--- src/rtl/multicycle_control_if.sv ---
// Signal bundle between the multi-cycle controller and its memories and register file.
// The controller connects through the master modport. The environment connects through the slave modport.
interface multicycle_control_if #(
    parameter int PC_W = 8
);
    logic            run;
    logic [PC_W-1:0] imemAddr;
    logic [7:0]      imemData;
    logic [1:0]      readRegister1;
    logic [1:0]      readRegister2;
    logic [7:0]      readData1;
    logic [7:0]      readData2;
    logic            regWrite;
    logic [1:0]      writeRegister;
    logic [7:0]      regWriteData;
    logic [7:0]      dmemAddr;
    logic [7:0]      dmemWriteData;
    logic            dmemWrite;
    logic [7:0]      dmemReadData;
    logic [PC_W-1:0] pc;
    logic [2:0]      state;
    logic            retire;

    modport master (
        input  run, imemData, readData1, readData2, dmemReadData,
        output imemAddr, readRegister1, readRegister2, regWrite, writeRegister,
               regWriteData, dmemAddr, dmemWriteData, dmemWrite, pc, state, retire
    );

    modport slave (
        output run, imemData, readData1, readData2, dmemReadData,
        input  imemAddr, readRegister1, readRegister2, regWrite, writeRegister,
               regWriteData, dmemAddr, dmemWriteData, dmemWrite, pc, state, retire
    );
endinterface

--- src/rtl/multicycle_control.sv ---
// Fetch/decode/execute controller for the 8-bit, 4-register datapath.
// J takes 3 cycles, ADD and SW take 4, and LW takes 5. Instructions never overlap.
module multicycle_control #(
    parameter int PC_W = 8
) (
    input  logic                clk,
    input  logic                rst,
    multicycle_control_if.master bus
);
    typedef enum logic [2:0] {
        FETCH  = 3'd0,
        DECODE = 3'd1,
        EXEC   = 3'd2,
        MEM    = 3'd3,
        WB     = 3'd4
    } state_t;

    typedef enum logic [1:0] {
        OP_ADD = 2'b00,
        OP_LW  = 2'b01,
        OP_SW  = 2'b10,
        OP_J   = 2'b11
    } op_t;

    state_t          state_q, state_d;
    logic [PC_W-1:0] pc_q;
    logic [7:0]      ir, a, b, alu_out, mdr;
    op_t             op;
    logic [7:0]      imm_ext;
    logic [PC_W-1:0] jmp_off;

    // Last driven value of each select/data output, so they hold while idle.
    logic [1:0] wr_sel_q, wr_sel;
    logic [7:0] wr_data_q, wr_data;
    logic [7:0] dmem_addr_q, dmem_addr;
    logic [7:0] dmem_wdata_q, dmem_wdata;

    assign op      = op_t'(ir[7:6]);
    assign imm_ext = {{6{ir[1]}}, ir[1:0]};
    assign jmp_off = {{(PC_W-6){ir[5]}}, ir[5:0]};

    // NOTE: sequential state uses non-blocking assignments, so every flop samples pre-edge values.
    always_ff @(posedge clk or posedge rst) begin
        if (rst) state_q <= FETCH;
        else     state_q <= state_d;
    end

    // NOTE: every output of this block gets a default first, so no path can infer a latch.
    always_comb begin
        state_d                = FETCH;
        bus.regWrite           = 1'b0;
        bus.dmemWrite          = 1'b0;
        bus.retire             = 1'b0;
        wr_sel                 = wr_sel_q;
        wr_data                = wr_data_q;
        dmem_addr              = dmem_addr_q;
        dmem_wdata             = dmem_wdata_q;
        case (state_q)
            FETCH:  state_d = bus.run ? DECODE : FETCH;
            DECODE: state_d = EXEC;
            EXEC: begin
                case (op)
                    OP_ADD:       state_d = WB;
                    OP_LW, OP_SW: state_d = MEM;
                    default: begin
                        state_d    = FETCH;
                        bus.retire = 1'b1;
                    end
                endcase
            end
            MEM: begin
                dmem_addr = alu_out;
                if (op == OP_SW) begin
                    dmem_wdata    = b;
                    bus.dmemWrite = 1'b1;
                    bus.retire    = 1'b1;
                    state_d       = FETCH;
                end else begin
                    state_d = WB;
                end
            end
            WB: begin
                bus.regWrite = 1'b1;
                bus.retire   = 1'b1;
                wr_sel       = (op == OP_LW) ? ir[3:2] : ir[1:0];
                wr_data      = (op == OP_LW) ? mdr : alu_out;
                state_d      = FETCH;
            end
            default: state_d = FETCH;
        endcase
    end

    always_ff @(posedge clk or posedge rst) begin
        if (rst) begin
            pc_q         <= '0;
            ir           <= '0;
            a            <= '0;
            b            <= '0;
            alu_out      <= '0;
            mdr          <= '0;
            wr_sel_q     <= '0;
            wr_data_q    <= '0;
            dmem_addr_q  <= '0;
            dmem_wdata_q <= '0;
        end else begin
            wr_sel_q     <= wr_sel;
            wr_data_q    <= wr_data;
            dmem_addr_q  <= dmem_addr;
            dmem_wdata_q <= dmem_wdata;
            case (state_q)
                FETCH: begin
                    if (bus.run) begin
                        ir   <= bus.imemData;
                        pc_q <= pc_q + PC_W'(1);
                    end
                end
                DECODE: begin
                    a <= bus.readData1;
                    b <= bus.readData2;
                end
                EXEC: begin
                    case (op)
                        OP_ADD:       alu_out <= a + b;
                        OP_LW, OP_SW: alu_out <= a + imm_ext;
                        default:      pc_q    <= pc_q + jmp_off;
                    endcase
                end
                MEM: begin
                    if (op == OP_LW) mdr <= bus.dmemReadData;
                end
                default: ;
            endcase
        end
    end

    // Register selects come straight from IR, which holds its fields until the next fetch.
    assign bus.imemAddr      = pc_q;
    assign bus.pc            = pc_q;
    assign bus.state         = state_q;
    assign bus.readRegister1 = ir[5:4];
    assign bus.readRegister2 = ir[3:2];
    assign bus.writeRegister = wr_sel;
    assign bus.regWriteData  = wr_data;
    assign bus.dmemAddr      = dmem_addr;
    assign bus.dmemWriteData = dmem_wdata;
endmodule
--- src/flat_wrapper.sv ---
// flat-port wrapper written by rule: the top's interface ports become plain ports
module multicycle_control_flat 
#(
    parameter int PC_W = 8
)
  (clk, rst, bus_run, bus_imemData, bus_readData1, bus_readData2, bus_dmemReadData, bus_imemAddr, bus_readRegister1, bus_readRegister2, bus_regWrite, bus_writeRegister, bus_regWriteData, bus_dmemAddr, bus_dmemWriteData, bus_dmemWrite, bus_pc, bus_state, bus_retire);
  multicycle_control_if #(.PC_W(PC_W)) bus_i ();
  input  logic clk;
  input  logic rst;
  input wire logic [$bits(bus_i.run)-1:0] bus_run;
  input wire logic [$bits(bus_i.imemData)-1:0] bus_imemData;
  input wire logic [$bits(bus_i.readData1)-1:0] bus_readData1;
  input wire logic [$bits(bus_i.readData2)-1:0] bus_readData2;
  input wire logic [$bits(bus_i.dmemReadData)-1:0] bus_dmemReadData;
  output wire logic [$bits(bus_i.imemAddr)-1:0] bus_imemAddr;
  output wire logic [$bits(bus_i.readRegister1)-1:0] bus_readRegister1;
  output wire logic [$bits(bus_i.readRegister2)-1:0] bus_readRegister2;
  output wire logic [$bits(bus_i.regWrite)-1:0] bus_regWrite;
  output wire logic [$bits(bus_i.writeRegister)-1:0] bus_writeRegister;
  output wire logic [$bits(bus_i.regWriteData)-1:0] bus_regWriteData;
  output wire logic [$bits(bus_i.dmemAddr)-1:0] bus_dmemAddr;
  output wire logic [$bits(bus_i.dmemWriteData)-1:0] bus_dmemWriteData;
  output wire logic [$bits(bus_i.dmemWrite)-1:0] bus_dmemWrite;
  output wire logic [$bits(bus_i.pc)-1:0] bus_pc;
  output wire logic [$bits(bus_i.state)-1:0] bus_state;
  output wire logic [$bits(bus_i.retire)-1:0] bus_retire;
  assign bus_i.run = bus_run;
  assign bus_i.imemData = bus_imemData;
  assign bus_i.readData1 = bus_readData1;
  assign bus_i.readData2 = bus_readData2;
  assign bus_i.dmemReadData = bus_dmemReadData;
  assign bus_imemAddr = bus_i.imemAddr;
  assign bus_readRegister1 = bus_i.readRegister1;
  assign bus_readRegister2 = bus_i.readRegister2;
  assign bus_regWrite = bus_i.regWrite;
  assign bus_writeRegister = bus_i.writeRegister;
  assign bus_regWriteData = bus_i.regWriteData;
  assign bus_dmemAddr = bus_i.dmemAddr;
  assign bus_dmemWriteData = bus_i.dmemWriteData;
  assign bus_dmemWrite = bus_i.dmemWrite;
  assign bus_pc = bus_i.pc;
  assign bus_state = bus_i.state;
  assign bus_retire = bus_i.retire;
  multicycle_control #(.PC_W(PC_W)) u_core (.clk(clk), .rst(rst), .bus(bus_i));
endmodule
--- config.mk ---
export PLATFORM = sky130hd
export DESIGN_NAME = multicycle_control_flat
export DESIGN_NICKNAME = d
export VERILOG_FILES = /design/src/rtl/multicycle_control_if.sv /design/src/rtl/multicycle_control.sv /design/src/flat_wrapper.sv
export SDC_FILE = /design/constraint.sdc
export NUM_CORES = 1
export LEC_CHECK = 0
export ABC_AREA = 1
export BUFFER_PORTS_ARGS = -buffer_cell sky130_fd_sc_hd__buf_2
export CAP_MARGIN = 20
export CORE_UTILIZATION = 50
export CTS_CLUSTER_DIAMETER = 30
export DETAILED_ROUTE_END_ITERATION = 7
export PLACE_DENSITY = 0.7
export SYNTH_ARGS = -nofsm -noshare
export SYNTH_HDL_FRONTEND = slang
export SYNTH_SLANG_ARGS = --single-unit
export TNS_END_PERCENT = 30
--- constraint.sdc ---
create_clock -name clk -period 3.05 [get_ports clk]
set_clock_uncertainty 0.1 [all_clocks]
set_input_delay 0 -clock clk [delete_from_list [all_inputs] [get_ports clk]]
set_output_delay 0 -clock clk [all_outputs]
set_load 0.01 [all_outputs]
* Word-level counts from Yosys, hierarchy flattened
Index checks and enable logic that the tools add are counted.
** Word-level totals
- Register bits :: 77
- Latch bits :: 0
- Bits in writable memories :: 0
- Bits in read-only memories :: 0
- Output and inout port bits :: 52
- Logic and storage cells :: 53
- Memories kept :: 0
** Operators by class
- $add $sub $neg :: 4
- Multipliers :: 0
- Divide/modulo/power cells :: 0
- Magnitude comparators :: 0
- Equality and inequality tests :: 8
- Shift operators :: 0
- Muxes and demuxes :: 20
- Bitwise gates (word level) :: 0
- Reductions and logical operators :: 10
** Operators with widths (count)
- 8-bit 2-to-1 mux :: 7
- 8-bit case mux with 2 select lines :: 2
- 8-bit adder :: 3
- 3-bit case mux with 4 select lines :: 1
- 8-bit by 1-bit adder with 8-bit output, second input constant :: 1
- 3-bit by 2-bit equality test with 1-bit output, second input constant :: 2
- 3-bit case mux with 2 select lines :: 1
- 2-bit AND reduction :: 3
- 1-bit 2-to-1 mux :: 5
- 2-bit 2-to-1 mux :: 2
- 2-bit != test, second input constant :: 2
- 2-bit nonzero test :: 2
- 3-bit by 1-bit equality test with 1-bit output, second input constant :: 1
- 3-bit equality test, second input constant :: 1
- 3-bit zero test :: 1
- 3-bit 2-to-1 mux :: 1
- 1-bit case mux with 3 select lines :: 1
- 3-bit AND reduction :: 1
- 3-bit OR reduction :: 1
- 2-bit by 1-bit equality test with 1-bit output, second input constant :: 1
- 2-bit equality test, second input constant :: 1
- 2-bit zero test :: 1
- 2-bit OR reduction :: 1

* Depth between registers and ports, before layout
Gate-level depths: netlist of run 1.
- Depth in word-level cells :: 4
- Mapped depth :: 15
- Depth with buffers taken out :: 15

* Worst setup path before layout of run 1
Ideal clock, no wire load.
- Path type :: reg2reg
- From :: register u_core.ir[6]
- To :: register u_core.alu_out[6]
- Setup time :: 126 ps
- Arrival time :: 2222 ps
- Slack :: 602 ps
- Stages on the path, launching flop included :: 12
- Path through :: dfrtp_1 inv_1 ha_1 inv_2 nor2_1 a21oi_1 fa_1 nand4_1 nand3_1 or2_2 nand3_1 o21ai_0
** On the way
- Word-level cells in the longest chain between the ends :: 4
- Elaborated cells between the ends (all ways) :: 7
- Classes of those cells :: eq/ne: 2; mux: 1; reduce/logical: 4
** RTL lines
- start, declared :: RTL line multicycle_control.sv:27 : logic [7:0] ir, a, b, alu_out, mdr;
- start signal, assigned :: RTL line multicycle_control.sv:113 : ir <= bus.imemData;
- 2-bit by 1-bit equality test with 1-bit output / 2-bit equality test (equally long branches) :: RTL line multicycle_control.sv:122 : case (op)
- 2-bit OR reduction
- 2-bit nonzero test (no line)
- 2-bit AND reduction (no line)
- end signal, assigned :: RTL line multicycle_control.sv:123 : OP_ADD: alu_out <= a + b;
- end signal, assigned :: RTL line multicycle_control.sv:124 : OP_LW, OP_SW: alu_out <= a + imm_ext;
- end, declared :: RTL line multicycle_control.sv:27
Several ways; a longest one is shown, not always the timed one.
A chain may end at the register's enable or synchronous reset.

* Worst setup path after layout of run 1
- From :: register u_core.ir[7]
- To :: register u_core.alu_out[5]
The elaborated chain is that of the path after synthesis.

==> results of run 1 <==
## metal layers
| layer | GRT usage (%) | vias up | share of wire, % |
|---|---|---|---|
| li1 | - | 1570 | - |
| met1 | 28.65 | 1470 | 45 |
| met3 | 4.040 | 11 | 3.8 |
| met5 | 0 | - | 0 |
| met2 | 37.50 | 71 | 50 |
| met4 | 7.804 | 0 | 1.5 |
## stage by stage
stage	hold slack (ns)	instances	setup WS (ns)	utilization, %	instance area, sq um
6_report	0.08925	637	0.3147	63.70	4897
5_1_grt	0.1375	637	0.02729	63.70	4897
4_1_cts	0.1027	637	0.3326	63.70	4897
3_5_place_dp	-0.05088	588	0.3777	56.77	4364
3_3_place_gp	-0.04951	588	0.4813	56.77	4364
2_1_floorplan	0.04851	421	0.6017	-	3951
## path summary, 6_finish.rpt
path | startpoint | end | slack [ns] | depth (start not counted)
setup / recovery | u_core.ir[7]$_DFFE_PP0P_ | u_core.alu_out[5]$_DFFE_PP0P_ | 0.31 | 13
hold / removal | bus_run | u_core.ir[4]$_DFFE_PP0P_ | 0.09 | 3
setup reg to reg | u_core.ir[7]$_DFFE_PP0P_ | u_core.alu_out[5]$_DFFE_PP0P_ | 0.31 | 13
hold reg to reg | u_core.dmem_wdata_q[5]$_DFF_PP0_ | u_core.dmem_wdata_q[5]$_DFF_PP0_ | 0.37 | 2
max in group asynchronous | rst | u_core.dmem_addr_q[4]$_DFF_PP0_ | 1.99 | 4
min in group asynchronous | rst | u_core.b[3]$_DFFE_PP0N_ | 0.11 | 3
## critical path: stages, from the launching register on
cell and delay (ns):
dfrtp_1 0.41, inv_1 0.10, ha_1 0.32, inv_2 0.09
nor2_1 0.36, a21oi_1 0.09, ha_1 0.36, nand3_1 0.11
nand3_1 0.08, nand2_1 0.12, o21bai_1 0.08, or2_2 0.27
nand3_1 0.07, nand2_1 0.05
## report_power, final
part	switching, uW	internal (uW)
Sequential	291	1500
Combinational	1760	1200
Clock	361	424
Total	2410	3130
## cell families after synthesis
family,count (synthesis),share of synthesized area (%)
AO/OA/AOI/OAI,77,10.86
XOR/XNOR,7,1.552
adder cells (fa/ha/maj),19,6.396
buffers and inverters,67,8.423
flip-flops,77,48.77
multiplexers,16,5.320
AND/OR/NAND/NOR,158,18.68
## placed cells by master, fill, tap and decap left out, types with 2 or more instances in the layout
cell	Yosys	final
ha_1	17	17
inv_1	39	38
clkbuf_8	0	11
or2_2	2	2
nand2_1	98	98
nor2_2	2	2
nand3_2	2	2
buf_2	5	86
dfrtp_1	77	77
a21oi_1	27	27
mux2_4	8	8
o21ai_0	30	30
dlygate4sd3_1	0	33
o21bai_1	2	2
a31oi_1	2	2
xor2_1	6	6
fa_1	2	2
mux2_2	8	8
o21ai_1	5	5
nand4_1	3	3
nand2_4	4	4
clkbuf_1	3	2
inv_2	2	3
buf_4	12	2
nor2_1	25	25
nand3b_1	3	3
nand3_1	14	14
o21ai_2	8	8
## what timing repair did
action	in CTS	in global routing
hold buffers	33	0
buffers inserted	0	0
hold endpoints to repair	54	0
## final cells by class
cell class | count | area (sq um)
multi-input cells | 277 | 1692
flip-flops and latches | 77 | 1927
well taps | 102 | 127.6
fillers | 685 | 2790
inverters | 44 | 172.7
clock buffers | 13 | 158.9
repair buffers | 121 | 775.7
clock inverters | 3 | 43.79
## sequential cells by signal, indices dropped and copies added (netlist names)
| name | count |
|---|---|
| u_core.mdr | 8 |
| u_core.bus.state | 3 |
| u_core.dmem_addr_q | 8 |
| u_core.a | 8 |
| u_core.wr_sel_q | 2 |
| u_core.ir | 8 |
| u_core.dmem_wdata_q | 8 |
| u_core.alu_out | 8 |
| u_core.b | 8 |
| u_core.wr_data_q | 8 |
| u_core.bus.imemAddr | 8 |
==> summary.txt, run 1 <==
Synth top area share -> 48.77%
# IOs -> 87
TNS Setup -> 0 ns
Area contributors post-synth -> dfrtp_1 (49%), nand2_1 (9.3%), ha_1 (5.4%)
Die H -> 90.90 um
Req. time, crit path -> 3.19 ns
Hold WC Path Type -> in2reg
Wire per inst -> 13.18 um
Critical path launch point type -> flop
#FFs+latches synth -> 77
Max Fclk -> 0.3656 GHz
First-pass GRT wire length -> 14,340 um
H-tree depth -> 3
Post-synthesis sequential area ratio -> 48.77%
Sink Count -> 77
Root buf cell -> clkbuf_8
Worst EP arrival -> 2.88 ns
Mapped Cells -> 421
CTS Buffer Depth -> 2
Max-cap violations -> 0
Routed Antenna Nets -> 0
Hpwl dp -> 6073 um
Critical setup path kind -> reg2reg
Synthesized area per cell -> 9.385 sq um
DR vias -> 3,122
Synth-to-Final Area Change -> 23.94%
Initial antenna violation count -> 0
Post-synth EDFFs -> 0
CTS tree -> done
Die Footprint -> 0.008262 sq mm
Top_reg_cell synth -> dfrtp_1
Ys async rst share -> 100.0%
Yosys warns -> 0
Worst-skew pair later-pin latency -> 0.35 ns
Initial Util -> 51.40%
Share of layout cells above drive strength 1 -> 27.29%
Syn nets -> 475
Pins Over Slew Limit -> 0
Slew at the pin closest to its max-slew limit -> 0.7904 ns
Cell area after synthesis -> 0.003951 sq mm
Period Utilization, post-route -> 89.68%
PD cells -> 1132 mW/mm^2
Final min period -> 2.735 ns
PortBufs -> 86
CP Max Fanout -> 10
CTS-repair resized insts -> 0
Final wirelength -> 8396 um
Top-count cell post-synth -> nand2_1
Core area -> 0.007687 sq mm
Vias in the first global route -> 3,077
Area leader, netlist -> dfrtp_1
First-pass DRT Iterations -> 4
Final net count -> 584
Leakage power -> 0.002597 uW
Worst slew margin -> 47.31%
Worst vdd ir -> 0.0006416 V
Row cnt -> 32
Largest net degree at the start of global routing -> 31
Final setup fails -> 0
CTS buffer count -> 9
Critical path endpoint category -> flop
Starting DRT DRC Count -> 113
Total Power Consumption -> 5541 uW
GRT overflow -> 0
Synth unique cells -> 39
Placer Congestion -> 0.8165
Commonest cells post-synth -> nand2_1 (98), dfrtp_1 (77), inv_1 (39), o21ai_0 (30), a21oi_1 (27)
GRT Total Usage -> 22.20%
Endpoints failing hold -> 0
RSZ-0062 raised after global routing -> false
# diodes -> 0
Die W -> 90.90 um
CTS clk-pin slew, worst paths -> 0.08 ns
Status -> completed
DR DRC count -> 0
Vias/cell -> 4.901
No activity file was read; power rests on OpenSTA's default activity.
==> inputs of run 2 (changes only) <==
--- a/config.mk
+++ b/config.mk
@@ -12,6 +12,7 @@
 export CTS_CLUSTER_DIAMETER = 30
 export DETAILED_ROUTE_END_ITERATION = 7
 export PLACE_DENSITY = 0.7
+export RECOVER_POWER = 50
 export SYNTH_ARGS = -nofsm -noshare
 export SYNTH_HDL_FRONTEND = slang
 export SYNTH_SLANG_ARGS = --single-unit
==> run 2 against run 1 <==
  * Sequential share of layout area rose by 0.39 points
  * Clock power barely moved
  * Register-to-register slack barely moved
==> summary.txt, run 2 (synthesis gave the netlist of run 1 again) <==
CTS tree -> done
Leakage power -> 0.002518 uW (-3.0%)
DR DRC count -> 0 (unchanged)
Hold_sp -> bus_run
Vias/cell -> 4.909 (+0.16%)
Crit path top cell by count -> nand3_1
Period Utilization, post-route -> 89.76% (about the same)
CTS clk-pin slew, worst paths -> 0.08 ns (about the same)
Final cell count without fillers -> 637 (unchanged)
Hpwl dp -> 6073 um (unchanged)
CP Cell Sequence -> inv_1 -> ha_1 -> inv_2 -> nor2_1 -> a21oi_1 -> ha_1 -> nand3_1 -> nand3_1 -> nand2_1 -> o21bai_1 -> or2_2 -> nand3_1 -> nand2_1
Wire per inst -> 13.25 um (+0.52%)
Filler cells -> 703 (+2.6%)
Row cnt -> 32 (unchanged)
Critical path endpoint category -> flop
Core area -> 0.007687 sq mm (unchanged)
Max Fclk -> 0.3653 GHz (about the same)
Synth-to-Final Area Change -> 22.74%
Largest net degree at the start of global routing -> 31 (unchanged)
Critical path launch point type -> flop
Sink Count -> 77 (unchanged)
First-pass DRT Iterations -> 5 (+1)
Worst stage delay on the critical path -> 0.41 ns (about the same)
PD cells -> 1134 mW/mm^2 (+0.17%)
Share of layout cells above drive strength 1 -> 22.43% (-4.9 points)
DR vias -> 3,127 (+0.16%)
CTS-repair resized insts -> 0 (unchanged)
Req. time, crit path -> 3.19 ns (about the same)
Hold WC Path Type -> in2reg
R2r startpoint -> u_core.ir[7]$_DFFE_PP0P_
FF+latch area -> 0.001927 sq mm (unchanged)
Worst-skew pair later-pin latency -> 0.35 ns (about the same)
Commonest non-fill, non-tap cell in the layout -> nand2_1
Starting DRT DRC Count -> 140 (+24%)
Placed Cells incl. Taps -> 588 (unchanged)
Initial antenna violation count -> 0 (unchanged)
Commonest non-fill, non-tap cells in the layout -> nand2_1 (98), dfrtp_1 (77), buf_2 (63)
RSZ-0062 raised after global routing -> false
Root buf cell -> clkbuf_8
# diodes -> 0 (unchanged)
Worst vdd ir -> 0.0006416 V (about the same)
Final net count -> 584 (unchanged)
Final setup fails -> 0 (unchanged)
# IOs -> 87 (unchanged)
Vias in the first global route -> 3,077 (unchanged)
Max stage delay cell, worst path -> dfrtp_1
Slew at the pin closest to its max-slew limit -> 1.343 ns (+0.5527 ns)
Worst EP arrival -> 2.88 ns (about the same)
CP Max Fanout -> 10 (unchanged)
Worst hold slack -> 0.09475 ns (+0.005495 ns)
First-pass GRT wire length -> 14,340 um (unchanged)
CP Launch Point -> u_core.ir[7]$_DFFE_PP0P_
Endpoints failing hold -> 0 (unchanged)
CTS Buffer Depth -> 2 (unchanged)
Die H -> 90.90 um (unchanged)
Critical setup path kind -> reg2reg
Worst slew margin -> 10.46% (-37 points)
CTS buffer count -> 9 (unchanged)
GRT Total Usage -> 22.20% (unchanged)
Routed Antenna Nets -> 0 (unchanged)
Initial Util -> 51.40% (unchanged)
Die Footprint -> 0.008262 sq mm (unchanged)
Die W -> 90.90 um (unchanged)
PortBufs -> 86 (unchanged)
Design Area, Final -> 0.004850 sq mm (-0.97%)
Cell family with most CP delay -> simple AND/OR/NAND/NOR gates
Max-cap violations -> 0 (unchanged)
H-tree depth -> 3 (unchanged)
Fin util -> 63.09% (-0.62 points)
Final min period -> 2.738 ns (+0.002271 ns)
Status -> completed
Placer Congestion -> 0.8165 (unchanged)
Dpl cell area -> 0.004364 sq mm (unchanged)
Final wirelength -> 8440 um (+0.52%)
Buffer and inverter count on the worst path -> 2 (unchanged)
Pins Over Slew Limit -> 0 (unchanged)
TNS Setup -> 0 ns (unchanged)
GRT overflow -> 0 (unchanged)
Area of the multi-input gates -> 0.001679 sq mm (-0.74%)
==> run 2: changes by cell type in the layout (fill, tap and decap cells not counted) <==
cell	change
inv_2	-1
nand3_4	-1
clkbuf_1	+24
buf_2	-23
nand3_1	+1
clkbuf_2	+1
buf_4	-2
inv_1	+1
==> run 2: through the flow <==
stage          setup slack, ns  total power [uW]
2_1_floorplan           0.6017              4047
3_3_place_gp            0.4813              4637
3_5_place_dp            0.3777              4729
4_1_cts                 0.3326              5581
5_1_grt                0.02730              5981
6_report                0.3124              5497
==> run 2: final timing paths <==
check | end | slack [ns] | depth (start not counted)
setup / recovery | u_core.alu_out[5]$_DFFE_PP0P_ | 0.31 | 13
hold / removal | u_core.ir[4]$_DFFE_PP0P_ | 0.09 | 3
setup reg to reg | u_core.alu_out[5]$_DFFE_PP0P_ | 0.31 | 13
hold reg to reg | u_core.dmem_wdata_q[5]$_DFF_PP0_ | 0.37 | 2
max in group asynchronous | u_core.ir[3]$_DFFE_PP0P_ | 0.86 | 4
min in group asynchronous | u_core.b[3]$_DFFE_PP0N_ | 0.27 | 3
==> run 2: cell type report <==
type,instances,share of cell area (%)
clock buffers,13,3.277
clock inverters,3,0.9030
inverters,44,3.560
multi-input cells,277,34.62
flip-flops and latches,77,39.73
well taps,102,2.632
repair buffers,121,15.27
==> run 2: where the power goes <==
| part | switching [uW] | internal [uW] | leakage, uW |
|---|---|---|---|
| Sequential | 288 | 1500 | 0.000935 |
| Clock | 359 | 424 | 0.000104 |
| Combinational | 1760 | 1160 | 0.00148 |
==> run 2: tightest hold or removal path: stages <==
cell and delay, ns:
buf_2 0.11, nand3_2 0.28, a21oi_1 0.12
==> run 2: per-layer routing <==
layer	GRT usage [%]	vias to the layer above	part of all wire [%]
met2	37.50	74	50
met5	0	-	0
li1	-	1571	-
met4	7.804	0	1.4
met1	28.65	1473	45
met3	4.040	9	4.0
==> run 2: timing repair <==
action / CTS / global route
hold endpoints to repair: 54 / 0
setup buffers: 0 / 0
hold buffers: 33 / 0
